--- config.mk ---
export PLATFORM = sky130hd
export DESIGN_NAME = pipelined_addsub
export DESIGN_NICKNAME = d
export VERILOG_FILES = /design/src/rtl/addsub_pkg.sv /design/src/rtl/addsub_stage.sv /design/src/rtl/full_adder.sv /design/src/rtl/pipelined_addsub.sv
export SDC_FILE = /design/constraint.sdc
export NUM_CORES = 1
export LEC_CHECK = 0
export ABC_AREA = 1
export ABC_CLOCK_PERIOD_IN_PS = 12770
export CORE_UTILIZATION = 50
export DETAILED_ROUTE_END_ITERATION = 8
export PLACE_DENSITY = 0.73
export SLEW_MARGIN = 10
export SYNTH_ARGS = -nofsm -noshare
export SYNTH_HDL_FRONTEND = slang
export SYNTH_SLANG_ARGS = --single-unit
--- constraint.sdc ---
create_clock -name clk -period 12.77 [get_ports clk]
set_clock_uncertainty 0.2 [all_clocks]
set_input_delay 2.554 -clock clk [delete_from_list [all_inputs] [get_ports clk]]
set_output_delay 2.554 -clock clk [all_outputs]
set_load 0.01 [all_outputs]
--- src/rtl/addsub_pkg.sv ---
// Shared definitions for the segmented, pipelined adder/subtractor.
package addsub_pkg;

    localparam logic MODE_ADD = 1'b0;
    localparam logic MODE_SUB = 1'b1;

    // Flags carried behind the sum bits in the last stage payload.
    typedef struct packed {
        logic carry;
        logic ovf;
    } tail_t;

    function automatic int nst(input int width, input int seg);
        return width / seg;
    endfunction

endpackage

--- src/rtl/addsub_stage.sv ---
// One pipeline stage: resolves one SEG-bit segment and forwards the rest of the beat.
module addsub_stage
    import addsub_pkg::*;
#(
    parameter int WIDTH = 32,
    parameter int SEG   = 8,
    parameter int IDX   = 0,
    localparam int NST_L = nst(WIDTH, SEG),
    localparam bit LAST  = (IDX == NST_L - 32'sd1),
    localparam int RIN   = WIDTH - IDX * SEG,
    localparam int IW    = WIDTH + WIDTH - IDX * SEG + 32'sd1,
    localparam int OW    = WIDTH + WIDTH - (IDX + 32'sd1) * SEG + 32'sd1 + int'(LAST)
) (
    input  logic          clk,
    input  logic          rst_n,
    input  logic          valid_in,
    output logic          ready,
    input  logic [IW-1:0] pin,
    output logic          valid,
    input  logic          ready_dn,
    output logic [OW-1:0] pout
);

    // Payload layout: {a_rem, b_rem, low sum bits, carry}; the last stage emits {sum, carry, ovf}.
    logic [RIN-1:0]             a_i;
    logic [RIN-1:0]             b_i;
    logic [SEG-1:0]             seg_s;
    logic [SEG:0]               cy;
    logic [(IDX+1)*SEG-1:0]     sacc;
    logic [OW-1:0]              nxt;
    logic                       valid_r;
    logic [OW-1:0]              pout_r;

    assign a_i   = pin[IW-1 -: RIN];
    assign b_i   = pin[IW-1-RIN -: RIN];
    assign cy[0] = pin[0];

    for (genvar j = 0; j < SEG; j++) begin : g_fa
        full_adder u_fa (
            .a  (a_i[j]),
            .b  (b_i[j]),
            .ci (cy[j]),
            .s  (seg_s[j]),
            .co (cy[j+1])
        );
    end

    if (IDX == 0) begin : g_s0
        assign sacc = seg_s;
    end else begin : g_sn
        assign sacc = {seg_s, pin[IDX*SEG:1]};
    end

    // Signed overflow: carry into the MSB differs from carry out of it.
    if (LAST) begin : g_last
        assign nxt = {sacc, cy[SEG], cy[SEG] ^ cy[SEG-1]};
    end else begin : g_mid
        assign nxt = {a_i[RIN-1:SEG], b_i[RIN-1:SEG], sacc, cy[SEG]};
    end

    assign ready = ~valid_r | ready_dn;
    assign valid = valid_r;
    assign pout  = pout_r;

    // Stage register: advances whenever downstream has room; payload only captured for real beats.
    always_ff @(posedge clk or negedge rst_n) begin
        if (!rst_n) begin
            valid_r <= 1'b0;
            pout_r  <= '0;
        end else if (ready) begin
            valid_r <= valid_in;
            if (valid_in) begin
                pout_r <= nxt;
            end else begin
                pout_r <= pout_r;
            end
        end else begin
            valid_r <= valid_r;
            pout_r  <= pout_r;
        end
    end

endmodule

--- src/rtl/full_adder.sv ---
// One-bit full adder cell used to build the segment ripple chains.
module full_adder (
    input  logic a,
    input  logic b,
    input  logic ci,
    output logic s,
    output logic co
);

    assign s  = a ^ b ^ ci;
    assign co = (a & b) | (ci & (a ^ b));

endmodule

--- src/rtl/pipelined_addsub.sv ---
// Pipelined ripple-carry adder/subtractor, one SEG-bit segment per stage, valid/ready throughout.
module pipelined_addsub
    import addsub_pkg::*;
#(
    parameter int WIDTH = 32,
    parameter int SEG   = 8
) (
    input  logic             clk,
    input  logic             rst_n,
    input  logic             in_valid,
    output logic             in_ready,
    input  logic [WIDTH-1:0] a,
    input  logic [WIDTH-1:0] b,
    input  logic             sub,
    input  logic             c_in,
    output logic             out_valid,
    input  logic             out_ready,
    output logic [WIDTH-1:0] sum,
    output logic             c_out,
    output logic             ovf
);

    localparam int NST = nst(WIDTH, SEG);

    typedef struct packed {
        logic [WIDTH-1:0] sum;
        tail_t            tail;
    } result_t;

    if ((WIDTH % SEG) != 0 || NST < 1) begin : g_bad_cfg
        $error("pipelined_addsub: WIDTH must be a non-zero multiple of SEG");
    end

    logic [NST:0]     vld;
    logic [NST:0]     rdy;
    logic [WIDTH-1:0] b_eff;
    logic             cin_eff;
    result_t          res;

    // Subtraction becomes a + ~b + ~borrow_in, so c_out = 1 means no borrow.
    assign b_eff    = (sub == MODE_SUB) ? ~b : b;
    assign cin_eff  = (sub == MODE_SUB) ? ~c_in : c_in;

    assign vld[0]   = in_valid;
    assign rdy[NST] = out_ready;
    assign in_ready = rdy[0];

    for (genvar k = 0; k < NST; k++) begin : g_st
        localparam bit LST = (k == NST - 32'sd1);
        localparam int IW  = WIDTH + WIDTH - k * SEG + 32'sd1;
        localparam int OW  = WIDTH + WIDTH - (k + 32'sd1) * SEG + 32'sd1 + int'(LST);

        logic [IW-1:0] pin;
        logic [OW-1:0] pout;

        if (k == 0) begin : g_first
            assign pin = {a, b_eff, cin_eff};
        end else begin : g_next
            assign pin = g_st[k-1].pout;
        end

        addsub_stage #(
            .WIDTH (WIDTH),
            .SEG   (SEG),
            .IDX   (k)
        ) u_stage (
            .clk      (clk),
            .rst_n    (rst_n),
            .valid_in (vld[k]),
            .ready    (rdy[k]),
            .pin      (pin),
            .valid    (vld[k+1]),
            .ready_dn (rdy[k+1]),
            .pout     (pout)
        );
    end

    assign res       = g_st[NST-1].pout;
    assign out_valid = vld[NST];
    assign sum       = res.sum;
    assign c_out     = res.tail.carry;
    assign ovf       = res.tail.ovf;

endmodule

==> qor_table.md <==
| Result | Value |
|:---|:---|
| Synth warnings | 0 |
| Data arrival time of the critical path | 4.40 ns |
| Rel. slew slack | 21.1% |
| Global-route wire length before repair | 26800 um |
| Placed instance area | 0.00933 mm^2 |
| RSZ-0062 raised after global routing | no |
| Placeable core area | 0.0160 mm^2 |
| CTS Hold Buffers Added | 0 |
| Share of async-settable or async-resettable flops after synthesis | 100% |
| Post-detailed-routing wire length | 15700 um |
| Nets | 1065 |
| Nets in the synthesized netlist | 989 |
| Leading register cell type out of synthesis | sky130_fd_sc_hd__dfrtp_1 |
| Number of global-route vias before repair | 5382 |
| Synth Area in XOR/XNOR | 3.61% |
| Total number of H-tree levels | 4 |
| Static power due to leakage | 5.12 nW |
| Portion of synthesized cell area occupied by the leading cell type | 56.1% |
| Count leader, synth | sky130_fd_sc_hd__nand2_1 |
| Root Buffer | sky130_fd_sc_hd__clkbuf_16 |
| Clk_lat worst skew | 0.43 ns |
| Gate count of the mapped netlist | 887 |
| Maximum root-to-sink buffer count | 2 |
| Slew @ Worst Pin | 1.18 ns |
| Number of CTS-inserted buffers | 17 |
| RePlAce Congestion | 0.745 |
| Multiplexer share of the synthesized area | 0% |
| Setup TNS Final | 0 ns |
| Number of flops mapped to enable cells by yosys | 0 |
| Num ports | 106 |
| Total standard cell area after synthesis | 0.00825 mm^2 |
| Final Hold Slack | 0.269 ns |
| Number of iterations in the first detailed-routing pass | 5 |
| Average instance area after synthesis | 9.30 um^2 |
| Simple-Gate Fraction of Synth Area | 26.3% |
| Class of the tightest hold or removal check | flop to flop |
| Design area | 0.00997 mm^2 |
| Max capacitance violation total | 0 |
| First DRT Iteration DRCs | 463 |
| Setup fix buffers added after clock tree synthesis | 0 |
| Starting density of the core | 51.5% |
| Result of the run | finished, final reports clean |
| DRC violation count after routing | 0 |
| Final antenna-violating net count | 0 |
| Dominant combinational cell family by area after synthesis | simple AND/OR/NAND/NOR gates |
| Cell row count | 46 |
| Drt via density | 4.87 |
| Layout-stage area growth over the synthesis result | 21.0% |
| Number of distinct standard cells referenced by the synthesized netlist | 18 |
| Share of the clock period used by the worst path | 56.0% |
| Power per unit of standard cell area | 219 mW/mm^2 |
| Category of the worst setup path capture point | output pin |
| Number of synthesized register bits | 185 |
| Most area-consuming cells after synthesis | sky130_fd_sc_hd__dfrtp_1, sky130_fd_sc_hd__nand2_1, sky130_fd_sc_hd__nand3_1 |
| Die Y-Extent | 130 um |
| Synth Area in Compound Gates | 0.910% |
| Number of diodes | 0 |
| Kind of critical path | input port to output pin |
| Clock input transition at the sequential cells of the worst setup and hold paths | 0.06 ns |
| Proportion of layout cells with a drive suffix above 1 | 4.52% |
| Post-detail-place hpwl | 10300 um |
| Total count of max-transition violations in the final report | 0 |
| Fin. Hold Viols | 0 |
| Share of the yosys chip area belonging to registers | 56.1% |
| Pin count of the biggest net entering global routing | 117 |
| Largest area contributor in the netlist | sky130_fd_sc_hd__dfrtp_1 |
| Startpoint type of the worst setup path | input port |
| Sink Count | 185 |
| CTS tree | yes |
| Shortest clock period the worst path allows after layout | 7.15 ns |
| Worst path required time | 10.02 ns |
| Buffers on Ports | 105 |
| Worst vdd ir | 134 uV |
| Number of antenna violations at the first check in global routing | 0 |
| Full die area | 0.0170 mm^2 |
| Total power | 2.18 mW |
| Total track usage | 20.5% |
| Average detailed-routed wire length per instance | 13.2 um |
| Synth cell count leaders | sky130_fd_sc_hd__nand2_1, sky130_fd_sc_hd__dfrtp_1, sky130_fd_sc_hd__nand3_1 |
| Largest fanout on the critical path | 60 |
| Total grt overflow | 0 |
| Post-CTS sizing | 0 |
| Max Fclk | 0.140 GHz |
| Number of failing setup endpoints in the final timing report | 0 |
| Detailed-route via count | 5798 |
| Synthesized-area fraction occupied by adder cells | 7.77% |
| Die span in x | 130 um |
==> path summary, 6_finish.rpt <==
check / start / end / slack, ns / cells after the start
worst max-delay path: out_ready / in_ready / 5.62 / 5
max in group asynchronous: rst_n / g_st[0].u_stage.pout[1] / 8.82 / 2
worst min-delay path: g_st[1].u_stage.pout[44] / g_st[1].u_stage.pout[44] / 0.27 / 2
worst max register to register: g_st[2].u_stage.pout[33] / g_st[3].u_stage.pout[33] / 8.34 / 12
worst min register to register: g_st[1].u_stage.pout[44] / g_st[1].u_stage.pout[44] / 0.27 / 2
min in group asynchronous: rst_n / g_st[3].u_stage.pout[28] / 2.05 / 1
==> layout by cell type (no fill, tap or decap) <==
cell,synthesis,layout
sky130_fd_sc_hd__clkinv_2,0,2
sky130_fd_sc_hd__o21ai_0,11,11
sky130_fd_sc_hd__xor2_1,26,26
sky130_fd_sc_hd__buf_4,3,8
sky130_fd_sc_hd__nor2_4,1,1
sky130_fd_sc_hd__nand2_2,1,2
sky130_fd_sc_hd__fa_1,32,32
sky130_fd_sc_hd__clkbuf_8,0,3
sky130_fd_sc_hd__a21oi_1,4,4
sky130_fd_sc_hd__clkinvlp_4,0,1
sky130_fd_sc_hd__clkdlybuf4s50_1,0,102
sky130_fd_sc_hd__xnor2_1,8,8
sky130_fd_sc_hd__bufinv_16,0,5
sky130_fd_sc_hd__clkbuf_16,0,17
sky130_fd_sc_hd__clkbuf_1,15,2
sky130_fd_sc_hd__inv_1,39,39
sky130_fd_sc_hd__nand2_1,380,379
sky130_fd_sc_hd__buf_6,5,1
sky130_fd_sc_hd__nand4_2,1,1
sky130_fd_sc_hd__nor2_2,0,1
sky130_fd_sc_hd__nand3_1,138,138
sky130_fd_sc_hd__buf_2,25,2
sky130_fd_sc_hd__nor2_1,5,4
sky130_fd_sc_hd__dfrtp_1,185,185
==> where the power goes <==
group	switching, mW	total (mW)	internal [mW]	leakage (nW)
registers	0.136	0.935	0.798	2.30
clock network	0.210	0.570	0.360	0.312
logic	0.382	0.680	0.299	2.51
total	0.728	2.18	1.46	5.12
==> state kept, by name, indices dropped and copies added, names as in the netlist <==
| name | count |
|---|---|
| g_st.u_stage.valid | 4 |
| g_st.u_stage.pout | 181 |
==> per-stage QoR <==
stage | utilization (%) | instances | setup slack, ns
after floorplan | - | 887 | 6.12
after global placement | 58.3 | 1160 | 5.65
after detailed placement | 58.3 | 1160 | 5.63
after CTS | 62.3 | 1190 | 5.61
after global routing | 62.3 | 1190 | 5.51
final | 62.3 | 1190 | 5.62
==> worst max-delay path, cell delays in order <==
cell	delay, ns
sky130_fd_sc_hd__clkdlybuf4s50_1	0.52
sky130_fd_sc_hd__nor2_4	0.08
sky130_fd_sc_hd__nand4_2	0.06
sky130_fd_sc_hd__buf_4	0.51
sky130_fd_sc_hd__clkdlybuf4s50_1	0.66
==> cells by family (layout without fill, tap and decap cells) <==
kind of cell | after synthesis | in the layout
and+or+nand+nor | 526 | 526
xor gates and xnor gates | 34 | 34
DFF | 185 | 185
buffers and inverters | 95 | 182
AOI/OAI and AO/OA | 15 | 15
adders and majority gates | 32 | 32
==> layer usage <==
metal	GRT usage, %	share of wire [%]	up-vias
met4	7.51	1.5	0
li1	-	-	2917
met1	32.6	51	2729
met2	27.9	43	134
met3	3.66	4.6	18
met5	0	0	-
==> final cells by class <==
class                           instances  area [um^2]
Tap cell                              216          270
Clock inverter                          8          168
Fill cell                            1374         6030
Timing Repair Buffer                  113         1100
Inverter                               39          146
Clock buffer                           22          474
Sequential cell                       185         4630
Multi-Input combinational cell        607         3180
(Power assumes the default switching activity.)
==> edit, RTL diff (same settings) <==
Reset style: synchronous (`rst_n`), changed in one clocked block.
--- a/src/rtl/addsub_stage.sv
+++ b/src/rtl/addsub_stage.sv
@@ -65,3 +65,3 @@
     // Stage register: advances whenever downstream has room; payload only captured for real beats.
-    always_ff @(posedge clk or negedge rst_n) begin
+    always_ff @(posedge clk) begin
         if (!rst_n) begin
Function: changed (a bounded check fails within 10 cycles, from zero or initial values and one cycle with rst_n low; the reset may be asserted at any time).
==> edit against the original RTL <==
  * Setup slack gained 0.19 ns
  * Sequential cell count is the same
  * Critical path type unchanged
  * First-iteration DRC count shrank 21%
  * Largest cell class unchanged
  * Critical endpoint unchanged
  * Final cell count grew 7.4%
  * Cell area shrank 5.1%
  * Area after synthesis shrank 4.6%
  * Register-to-register slack gained 0.05 ns
  * Routed wire length shrank 2.4%
  * Worst hold slack gained 0.0025 ns
Power is not compared: it rests on default switching activity, and its combinational part moved more than twofold at a synthesized area within 25%.
==> edit: results (changes against the original RTL) <==
- First drt pass iteration count: 7 (+2)
- Leakage power: 0.00404 µW
- Clock insertion delay at the later pin of the skew report: 0.43 ns (about the same)
- Outcome: finished, final reports clean
- Class of the worst hold path: reg -> reg
- Share of layout cells above drive strength 1: 4.31% (-0.21 points)
- Max-Slew Margin vs Limit: 27.4% (+6.3 points)
- Fillers: 1385 (+0.80%)
- Via density per instance: 4.85 (-0.43%)
- Worst hold margin: 0.272 ns (+0.00249 ns)
- Worst reg-to-reg setup slack: 8.39 ns (+0.05 ns)
- GR Util All Layers: 20.0% (-0.49 points)
- Placed cell areas: 0.00885 mm² (-5.2%)
- Placer Congestion: 0.731 (-1.9%)
- Endpoint arrival time on the critical path: 4.21 ns (-0.19 ns)
- R2r startpoint: g_st[0].u_stage.pout[33]$_SDFFE_PN0P_
- Post-cts resize count: 0 (unchanged)
- Worst min-delay path startpoint: g_st[1].u_stage.pout[16]$_SDFFE_PN0P_
- Part of the Yosys area used for sequential elements: 47.1% (-9.1 points)
- Share of synthesized registers carrying an async set or reset: 0% (-100 points)
- DRT iter0 DRCs: 367 (-21%)
- Maximum net fanout on the critical path: 25 (-58%)
- DP HPWL: 9.76 mm (-4.9%)
- Clock Tree Buf Depth: 2 (unchanged)
- Wire length after detailed routing: 15.3 mm (-2.4%)
- Post-CTS setup buffer count: 0 (unchanged)
- Number of global-route vias before repair: 5455 (+1.4%)
- Leading post-synthesis cells by instance count: 300 x sky130_fd_sc_hd__nor2_1, 185 x sky130_fd_sc_hd__dfxtp_1, 112 x sky130_fd_sc_hd__o21ai_0
- Number of flip-flops in the largest register: 181 (unchanged)
- Synthesized netlist net count: 1103 (+12%)
- Setup TNS Final: 0 ns (unchanged)
- H-Tree Depth: 4 (unchanged)
- Count of nets after finishing: 1156 (+8.5%)
- Worst flop-to-flop path endpoint: g_st[1].u_stage.pout[16]$_SDFFE_PN0P_
- Number of distinct library cell variants in the gate-level netlist after synthesis: 22 (+4)
- Hold-critical path endpoint: g_st[1].u_stage.pout[16]$_SDFFE_PN0P_
- Most area-consuming cells after synthesis: sky130_fd_sc_hd__dfxtp_1 47%, sky130_fd_sc_hd__nor2_1 14%, sky130_fd_sc_hd__fa_1 8.1%, sky130_fd_sc_hd__o21ai_0 7.1%, sky130_fd_sc_hd__a21oi_1 4.1%
- Path depth of the worst reg2reg path: 14 (+2)
- CP peak stage delay: 0.60 ns (-0.06 ns)
- Pin count of the biggest net entering global routing: 116 (-0.85%)
- Antenna Diode Count: 0 (unchanged)
- Global-route wire length before repair: 26.0 mm (-2.9%)
==> edit: cell count changes in the layout (fill, tap and decap cells not counted), sizes merged, moves of 2 or more <==
cell,unedited run,this run
nand2,381,69
dfxtp,0,185
xnor2,8,32
dfrtp,185,0
a21oi,4,64
clkbuf,22,20
inv,39,62
bufinv,5,3
buf,11,6
nor2,6,301
xor2,26,2
nand3,138,61
clkinv,2,7
o21ai,11,118
==> edit: worst min-delay path, cell delays in order, from the launching register on <==
cell and delay, ns:
sky130_fd_sc_hd__dfxtp_1 0.33, sky130_fd_sc_hd__nor2_1 0.05, sky130_fd_sc_hd__nor2_1 0.07
==> edit: metal layers <==
metal | GRT usage (%) | vias to the layer above | share of wire (%)
li1 | - | 3263 | -
met5 | 0 | - | 0
met1 | 29.8 | 2785 | 53
met3 | 3.52 | 20 | 3.7
met2 | 28.7 | 132 | 42
met4 | 7.56 | 0 | 1.4
==> edit: logic make-up after synthesis <==
family | share of synthesized area [%]
AND/OR/NAND/NOR | 21.9
flip-flops | 47.1
AO/OA/AOI/OAI | 11.6
buffers and inverters | 7.52
XOR/XNOR | 3.78
adder cells (fa/ha/maj) | 8.14
==> edit: where the power goes <==
group	internal [µW]	leakage (µW)	switching (µW)
clock	322	0.000302	214
sequential	613	0.00152	19.5
combinational	73.2	0.00221	80.2
total	1010	0.00404	314
==> edit: worst max-delay path by stage <==
| stage | end | from | slack, ns | cells after the start |
|---|---|---|---|---|
| final | in_ready | out_ready | 5.81 | 4 |
| after global routing | g_st[0].u_stage.pout[8]$_SDFFE_PN0P_ | sub | 5.69 | 15 |
| after CTS | in_ready | out_ready | 5.82 | 4 |
| after detailed placement | g_st[0].u_stage.pout[8]$_SDFFE_PN0P_ | sub | 5.47 | 15 |
| after global placement | g_st[0].u_stage.pout[8]$_SDFFE_PN0P_ | sub | 5.53 | 15 |
| after floorplan | g_st[0].u_stage.pout[8]$_SDFFE_PN0P_ | sub | 6.04 | 16 |
==> edit: area by class of cell <==
type | instances | area share, %
inverter | 62 | 2.46
tap | 211 | 2.79
clock buffer | 20 | 4.93
multi-input combinational | 680 | 37.9
timing repair buffer | 108 | 11.2
clock inverter | 12 | 1.56
sequential | 185 | 39.1
==> edit: through the flow <==
step | utilization [%] | std cells | total power (µW) | setup slack [ns]
2_1_floorplan | - | 1001 | 744 | 6.04
3_3_place_gp | 58.0 | 1246 | 794 | 5.53
3_5_place_dp | 58.0 | 1246 | 799 | 5.47
4_1_cts | 62.0 | 1278 | 1330 | 5.82
5_1_grt | 62.0 | 1278 | 1380 | 5.69
6_report | 62.0 | 1278 | 1320 | 5.81
